### src/rtl/debug_frame_serializer.sv
// rtl/debug_frame_serializer.sv - snapshots a matched debug channel and streams it as MSB-first frames
// Optional header beat: define DEBUG_SERIALIZER_HEADER_EN.
module debug_frame_serializer #(
  parameter int               NB_LATCH      = 32,
  parameter int               NB_INPUT_SIZE = 32,
  parameter int               N_CHANNELS    = 4,
  parameter int               NB_ID         = 6,
  parameter logic [NB_ID-1:0] BASE_ID       = '0,
  localparam int              CH_W          = (N_CHANNELS > 1) ? $clog2(N_CHANNELS) : 1
) (
  input  logic                                i_clock,
  input  logic                                i_reset,
  input  logic [NB_ID-1:0]                    i_request_select,
  input  logic [N_CHANNELS*NB_INPUT_SIZE-1:0] i_data_from_mips,
  input  logic                                i_frame_ready,
  output logic [NB_LATCH-1:0]                 o_frame_to_interface,
  output logic                                o_frame_valid,
  output logic                                o_frame_last,
  output logic                                o_writing,
  output logic [CH_W-1:0]                     o_channel
);

  localparam int BEATS = (NB_INPUT_SIZE + NB_LATCH - 1) / NB_LATCH;
`ifdef DEBUG_SERIALIZER_HEADER_EN
  localparam int HDR = 1;
`else
  localparam int HDR = 0;
`endif
  localparam int TOTAL = BEATS + HDR;
  localparam int SW    = TOTAL * NB_LATCH;
  localparam int BW    = $clog2(BEATS + 2);
  localparam logic [BW-1:0]  LAST_BEAT = BW'(TOTAL - 1);
  localparam logic [NB_ID:0] N_CH_EXT  = (NB_ID + 1)'(N_CHANNELS);

  typedef enum logic {IDLE, SEND} state_t;

  state_t             state_q, state_d;
  logic [BW-1:0]      beat_q, beat_d;
  logic [SW-1:0]      shadow_q, shadow_d;
  logic               match_q, match_d;
  logic [NB_ID-1:0]   sel_q, sel_d;
  logic [CH_W-1:0]    channel_q, channel_d;

  logic [NB_ID-1:0]         idx;
  logic                     match;
  logic                     trigger;
  logic                     handshake;
  logic [NB_INPUT_SIZE-1:0] word;

  // Modulo subtraction: IDs below BASE_ID wrap high and fail the range test.
  always_comb begin
    idx     = i_request_select - BASE_ID;
    match   = ({1'b0, idx} < N_CH_EXT);
    trigger = match & (~match_q | (i_request_select != sel_q));
    word    = '0;
    for (int k = 0; k < N_CHANNELS; k++) begin
      if (idx == NB_ID'(k)) word = i_data_from_mips[k*NB_INPUT_SIZE +: NB_INPUT_SIZE];
    end
  end

  assign o_writing            = (state_q == SEND);
  assign o_frame_valid        = o_writing;
  assign o_frame_to_interface = o_writing ? shadow_q[SW-1 -: NB_LATCH] : '0;
  assign o_frame_last         = o_frame_valid && (beat_q == LAST_BEAT);
  assign o_channel            = channel_q;
  assign handshake            = o_frame_valid & i_frame_ready;

  always_comb begin
`ifdef DEBUG_SERIALIZER_HEADER_EN
    logic [NB_LATCH-1:0] header;
    header            = '0;
    header[NB_ID+7:8] = i_request_select;
    header[7:0]       = 8'(BEATS);
`endif
    state_d   = state_q;
    beat_d    = beat_q;
    shadow_d  = shadow_q;
    channel_d = channel_q;
    match_d   = match;
    sel_d     = i_request_select;
    case (state_q)
      IDLE: begin
        if (trigger) begin
          shadow_d = '0;
`ifdef DEBUG_SERIALIZER_HEADER_EN
          shadow_d[SW-1 -: NB_LATCH] = header;
`endif
          shadow_d[BEATS*NB_LATCH-1 -: NB_INPUT_SIZE] = word;
          channel_d = idx[CH_W-1:0];
          beat_d    = '0;
          state_d   = SEND;
        end
      end
      SEND: begin
        // Triggers here are deliberately dropped; the top beat of shadow is always on the bus.
        if (handshake) begin
          if (beat_q == LAST_BEAT) begin
            state_d = IDLE;
          end else begin
            beat_d   = beat_q + BW'(1);
            shadow_d = shadow_q << NB_LATCH;
          end
        end
      end
      default: state_d = IDLE;
    endcase
  end

  always_ff @(posedge i_clock or posedge i_reset) begin
    if (i_reset) begin
      state_q   <= IDLE;
      beat_q    <= '0;
      shadow_q  <= '0;
      match_q   <= 1'b0;
      sel_q     <= '0;
      channel_q <= '0;
    end else begin
      state_q   <= state_d;
      beat_q    <= beat_d;
      shadow_q  <= shadow_d;
      match_q   <= match_d;
      sel_q     <= sel_d;
      channel_q <= channel_d;
    end
  end

endmodule

### config.mk
export PLATFORM = sky130hd
export DESIGN_NAME = debug_frame_serializer
export DESIGN_NICKNAME = d
export VERILOG_FILES = /design/src/rtl/debug_frame_serializer.sv
export SDC_FILE = /design/constraint.sdc
export NUM_CORES = 1
export LEC_CHECK = 0
export BUFFER_PORTS_ARGS = -buffer_cell sky130_fd_sc_hd__buf_4
export CORE_MARGIN = 2
export CORE_UTILIZATION = 49
export CTS_BUF_LIST = sky130_fd_sc_hd__clkbuf_8
export CTS_CLUSTER_DIAMETER = 200
export CTS_CLUSTER_SIZE = 20
export DETAILED_ROUTE_END_ITERATION = 8
export GPL_TIMING_DRIVEN = 0
export PLACE_DENSITY = 0.88
export SYNTH_ARGS = -nofsm -noshare
export SYNTH_HDL_FRONTEND = slang
export SYNTH_SLANG_ARGS = --single-unit
### constraint.sdc
create_clock -name i_clock -period 2.46 [get_ports i_clock]
set_input_delay 0.369 -clock i_clock [delete_from_list [all_inputs] [get_ports i_clock]]
set_output_delay 0.369 -clock i_clock [all_outputs]
set_load 0.1 [all_outputs]
# After elaboration in Yosys (flattened, before gate mapping)
# Cells that the tools add are included.
# Widths: inputs -> output; s select.
[totals] rom_bits=0 elab_cells=42 latch_bits=0 mem_bits_rw=0 mem_count=0 register_bits=44
[op_classes] bitwise=5 n_eq_ne=7 n_reduce_logical=5 n_mul=0 div_mod_pow=0 muxes=17 n_shift=0 n_lt_le_gt_ge=1 add_sub_neg=1
[ops] cell="$mux 32" count=8
[ops] cell="$pmux 32 s2" count=1
[ops] cell="$eq 6x2->1 const B" count=2
[ops] cell="$eq 6x1->1 const B" count=1
[ops] cell="$logic_not 6->1" count=1
[ops] cell="$lt 6x3->1 const B" count=1
[ops] cell="$mux 2" count=3
[ops] cell="$ne 6x6->1" count=1
[ops] cell="$ne 2x2->1 const B" count=2
[ops] cell="$pmux 2 s2" count=1
[ops] cell="$mux 1" count=3
[ops] cell="$reduce_and 3->1" count=1
[ops] cell="$add 2x1->2 const B" count=1
[ops] cell="$and 1x1->1" count=2
[ops] cell="$logic_not 2->1" count=1
[ops] cell="$ne 2x1->1 const B" count=1
[ops] cell="$not 1->1" count=2
[ops] cell="$pmux 1 s2" count=1
[ops] cell="$reduce_and 2->1" count=1
[ops] cell="$logic_and 1x1->1" count=1
[ops] cell="$or 1x1->1" count=1

# Depth between registers and ports, before layout
[logic_depth] word_depth=7 ltp_mapped=7 mapped_depth_nobuf=5

# Worst setup path after synthesis
# OpenSTA, ideal clock, no wires.
[synth_timing] path_type="register to output" start="register state_q (netlist: o_frame_valid)" end="output port o_frame_to_interface[10]" n_path_buf=2 arrival_time_ps=2197 path_stages_with_launch=4 required_time_ps=2091 setup_slack_ps=-106 path_cell_list="dfrtp_1 clkbuf_1 clkbuf_1 and2_1"
[synth_via] elab_chain_cells=1
[synth_rtl] element="start: declaration" line="37" text="state_t state_q, state_d;"
[synth_rtl] element="start signal: assignment" line="118" text="state_q <= state_d;"
[synth_rtl] element="$mux 32" line="63" text="assign o_frame_to_interface = o_writing ? shadow_q[SW-1 -: NB_LATCH] : '0;"
[synth_rtl] element="end: declaration" line="16" text="output logic [NB_LATCH-1:0] o_frame_to_interface,"
# No other way between the ends.

# Worst setup path after layout
[layout_timing] start="register state_q (netlist: o_frame_valid)" end="output port o_frame_to_interface[9]"
# Same word-level chain as after synthesis.

==> impl_metrics.csv <==
group,metric,value,unit
place,placement.io_buffers,173,
drt,route.final.wire_length,8.637,mm
layout,diodes,0,
synthesis,postSynthRegisterBits,44,
timing,worstMarginPinSlew,0.9296,ns
floorplan,chipWidth,82.90,um
global_routing,grt_remaining_overflow,0,
status,outcome,"finished clean",
critical_path,cp_max_fo,10,
timing,setup_viol_count_final,0,
global_routing,first_global_vias,3018,
floorplan,die_outline_height,82.90,um
drt,number_of_vias_per_cell_after_detailed_routing,5.236,
timing,final.setup.tns,0,ns
timing,timing.fmax,445.7,MHz
critical_path,rr_endpoint,"shadow_q[8]",
synthesis,synth.yosys.warnings,0,
place,dpl_cell_area,4479,um^2
drt,antenna_left,0,
run,max-cap-violations,0,
clock_tree,post_cts.repair.setup_buffers,0,
layout,final_design_area_excluding_fillers,4577,um^2
synthesis,synth_fp_nets,429,
timing,final_critical_path_setup_slack,0.2164,ns
hold_path,holdCritStartpoint,"i_request_select[1]",
critical_path,critical_path.reg2reg.startpoint,"o_frame_valid",
global_routing,number_of_antenna_violations_at_the_first_check_in_global_routing,0,
global_routing,grt_pass1_wl,14.26,mm
critical_path,timing.critical_path.required,2.09,ns
timing,rsz_0062_raised_after_global_routing,"false",
layout,final_cell_count_no_fill,547,
place,detailedPlace.worstSlack,0.5463,ns
global_routing,grt_use_total,25.10,%
critical_path,worst_setup_path_start_kind,"flip-flop",
critical_path,arrival_time_of_the_worst_setup_path,1.87,ns
timing,skew,0.006628,ns
timing,timing_max_transition_violations_final,0,
clock_tree,clock_tree_root_buffer_cell,"sky130_fd_sc_hd__clkbuf_8",
floorplan,area_inside_the_core_boundary,5956,um^2
clock_tree,holdBufCountCts,0,
drt,first_iter_violations,100,
clock_tree,insertion_delay,0.30,ns
place,dp_hpwl,6.818,mm
clock_tree,clock_sinks,44,
timing,final_min_period_over_clock_period,91.20,%
power_and_ir_drop,p_leak,2.448,nW
floorplan,rows,28,
clock_tree,cts.reportedPaths.clkPinSlew,0.09,ns
drt,drc,0,
clock_tree,tritoncts.num_buffers,5,
synthesis,share_of_synthesized_area_occupied_by_flip_flops_and_latches,36.10,%
critical_path,worst-r2r-cell-count,5,
place,place.detailed.instances,539,
layout,finish.net_count,609,
drt,total_number_of_vias,2864,
synthesis,syn_area,3050,um^2
drt,wl_per_cell,15.79,um
layout,layout-drive-gt1-share,62.50,%
power_and_ir_drop,powerDensity,517.3,nW/um^2
synthesis,syn_avg_cell_area,10.48,um^2
floorplan,die_outline_area,6872,um^2
floorplan,top_level_ports,174,
floorplan,starting_density_of_the_core,51.22,%
critical_path,criticalPathCategory,"reg2out",
clock_tree,cts-root-to-sink-buffers,2,
critical_path,timing.reg2reg.setup_slack,0.76,ns
power_and_ir_drop,vdd_drop_max,0.0004480,V
hold_path,holdPathStages,1,
timing,slew_headroom,37.94,%
timing,final_hold_viol_count,0,
synthesis,yosysUniqueCellTypes,24,
layout,synthToLayoutAreaGrowth,50.04,%
clock_tree,tritoncts,"built",
place,finalWeightedCongestion,0.7686,
critical_path,worst_setup_path_end_kind,"output port",
drt,detailedRoute.firstPassIterationCount,4,
hold_path,hold_class,"in2reg",
timing,finalWorstPathRequiredPeriod,2.244,ns
power_and_ir_drop,post-layout-total-power,2.367,mW
hold_path,worstHoldEndpoint,"sel_q[1]",
clock_tree,cts_htree_levels,2,
synthesis,post_syn_instances,291,
global_routing,pin_count_of_the_biggest_net_entering_global_routing,45,
clock_tree,postCtsResizedCells,0,
[worst max path at each step]
stage                              from                  endpoint  cells past startpoint
after global routing      o_frame_valid   o_frame_to_interface[8]                      4
after global placement          i_reset              shadow_q[11]                      2
final                     o_frame_valid   o_frame_to_interface[9]                      4
after floorplan           o_frame_valid  o_frame_to_interface[11]                      2
after CTS                 o_frame_valid   o_frame_to_interface[4]                      4
after detailed placement  o_frame_valid   o_frame_to_interface[4]                      4
[metrics by stage]
stage               utilization, %  hold WS, ns
floorplan                        -       0.4004
global placement             75.21       0.4869
detailed placement           75.21       0.4885
CTS                          76.85       0.1737
global route                 76.85       0.1736
finish                       76.85       0.1783
[flip-flops by register name, indices dropped and copies added (netlist names)]
signal and flops:
beat_q 2, shadow_q 32, match_q 1, sel_q 6
o_frame_valid 1, o_channel 2
[per-layer routing]
metal  global-route usage (%)  up-vias  share of wire (%)
met5                        0        -                  0
met4                    7.004        0                1.7
met3                    4.871       14                6.1
met2                    46.77      109                 53
met1                    29.07     1353                 40
li1                         -     1388                  -
[layout make-up]
class	instances	area (um^2)
Sequential cell	44	1101
Clock buffer	6	82.58
Multi-Input combinational cell	216	1789
Tap cell	75	93.84
Buffer	26	177.7
Clock inverter	2	15.01
Inverter	5	18.77
Timing Repair Buffer	173	1299
Fill cell	449	1379
[where the power goes]
| part | internal (mW) | switching (mW) |
|---|---|---|
| combinational | 0.399 | 0.564 |
| clock | 0.227 | 0.253 |
| sequential | 0.861 | 0.0631 |
| total | 1.49 | 0.880 |
[critical path, cell delays in order (launching register included)]
cell	delay (ns)
sky130_fd_sc_hd__dfrtp_1	0.37
sky130_fd_sc_hd__clkbuf_1	0.34
sky130_fd_sc_hd__clkbuf_1	0.36
sky130_fd_sc_hd__and2_2	0.22
sky130_fd_sc_hd__buf_4	0.29
[cell usage after synthesis (all sizes together)]
cell,instances,area [um^2]
a21o,1,7.510
nand3b,1,7.510
and2,34,212.7
a31o,1,8.760
mux2i,32,320.3
o22ai,32,200.2
o211ai,1,12.51
ha,1,12.51
nor4,1,21.27
nand2,36,135.1
nand4,1,6.260
mux2,66,743.2
xnor2,6,52.55
dfrtp,44,1101
clkbuf,10,37.54
inv,5,18.77
nand3,1,5.000
buf,16,140.1
nor2,2,7.510
[logic make-up (layout without fill, tap and decap cells)]
kind of cell / count (synthesis) / in the layout / share of synthesized area [%]
muxes: 98 / 98 / 34.86
and+or+nand+nor: 76 / 76 / 12.96
AOI/OAI and AO/OA: 35 / 35 / 7.506
DFF: 44 / 44 / 36.10
buffers and inverters: 31 / 212 / 6.439
adders and majority gates: 1 / 1 / 0.4101
xor gates and xnor gates: 6 / 6 / 1.723
[cell usage in the layout (no fill, tap or decap)]
cell type / n
sky130_fd_sc_hd__clkbuf_1: 10
sky130_fd_sc_hd__ha_1: 1
sky130_fd_sc_hd__inv_2: 1
sky130_fd_sc_hd__clkinvlp_4: 2
sky130_fd_sc_hd__buf_8: 1
sky130_fd_sc_hd__buf_2: 5
sky130_fd_sc_hd__inv_1: 4
sky130_fd_sc_hd__a31o_2: 1
sky130_fd_sc_hd__nand3_1: 1
sky130_fd_sc_hd__nand3b_1: 1
sky130_fd_sc_hd__and2_1: 5
sky130_fd_sc_hd__buf_1: 1
sky130_fd_sc_hd__nand2_1: 36
sky130_fd_sc_hd__buf_6: 1
sky130_fd_sc_hd__nor2_1: 2
sky130_fd_sc_hd__nand4_1: 1
sky130_fd_sc_hd__clkbuf_8: 6
sky130_fd_sc_hd__and2_2: 29
sky130_fd_sc_hd__mux2_2: 66
sky130_fd_sc_hd__buf_4: 179
sky130_fd_sc_hd__a21o_1: 1
sky130_fd_sc_hd__buf_12: 2
sky130_fd_sc_hd__dfrtp_1: 44
sky130_fd_sc_hd__nor4_4: 1
sky130_fd_sc_hd__xnor2_1: 6
sky130_fd_sc_hd__o22ai_1: 32
sky130_fd_sc_hd__mux2i_1: 32
sky130_fd_sc_hd__o211ai_2: 1
Power figures use the tool's default switching activity.
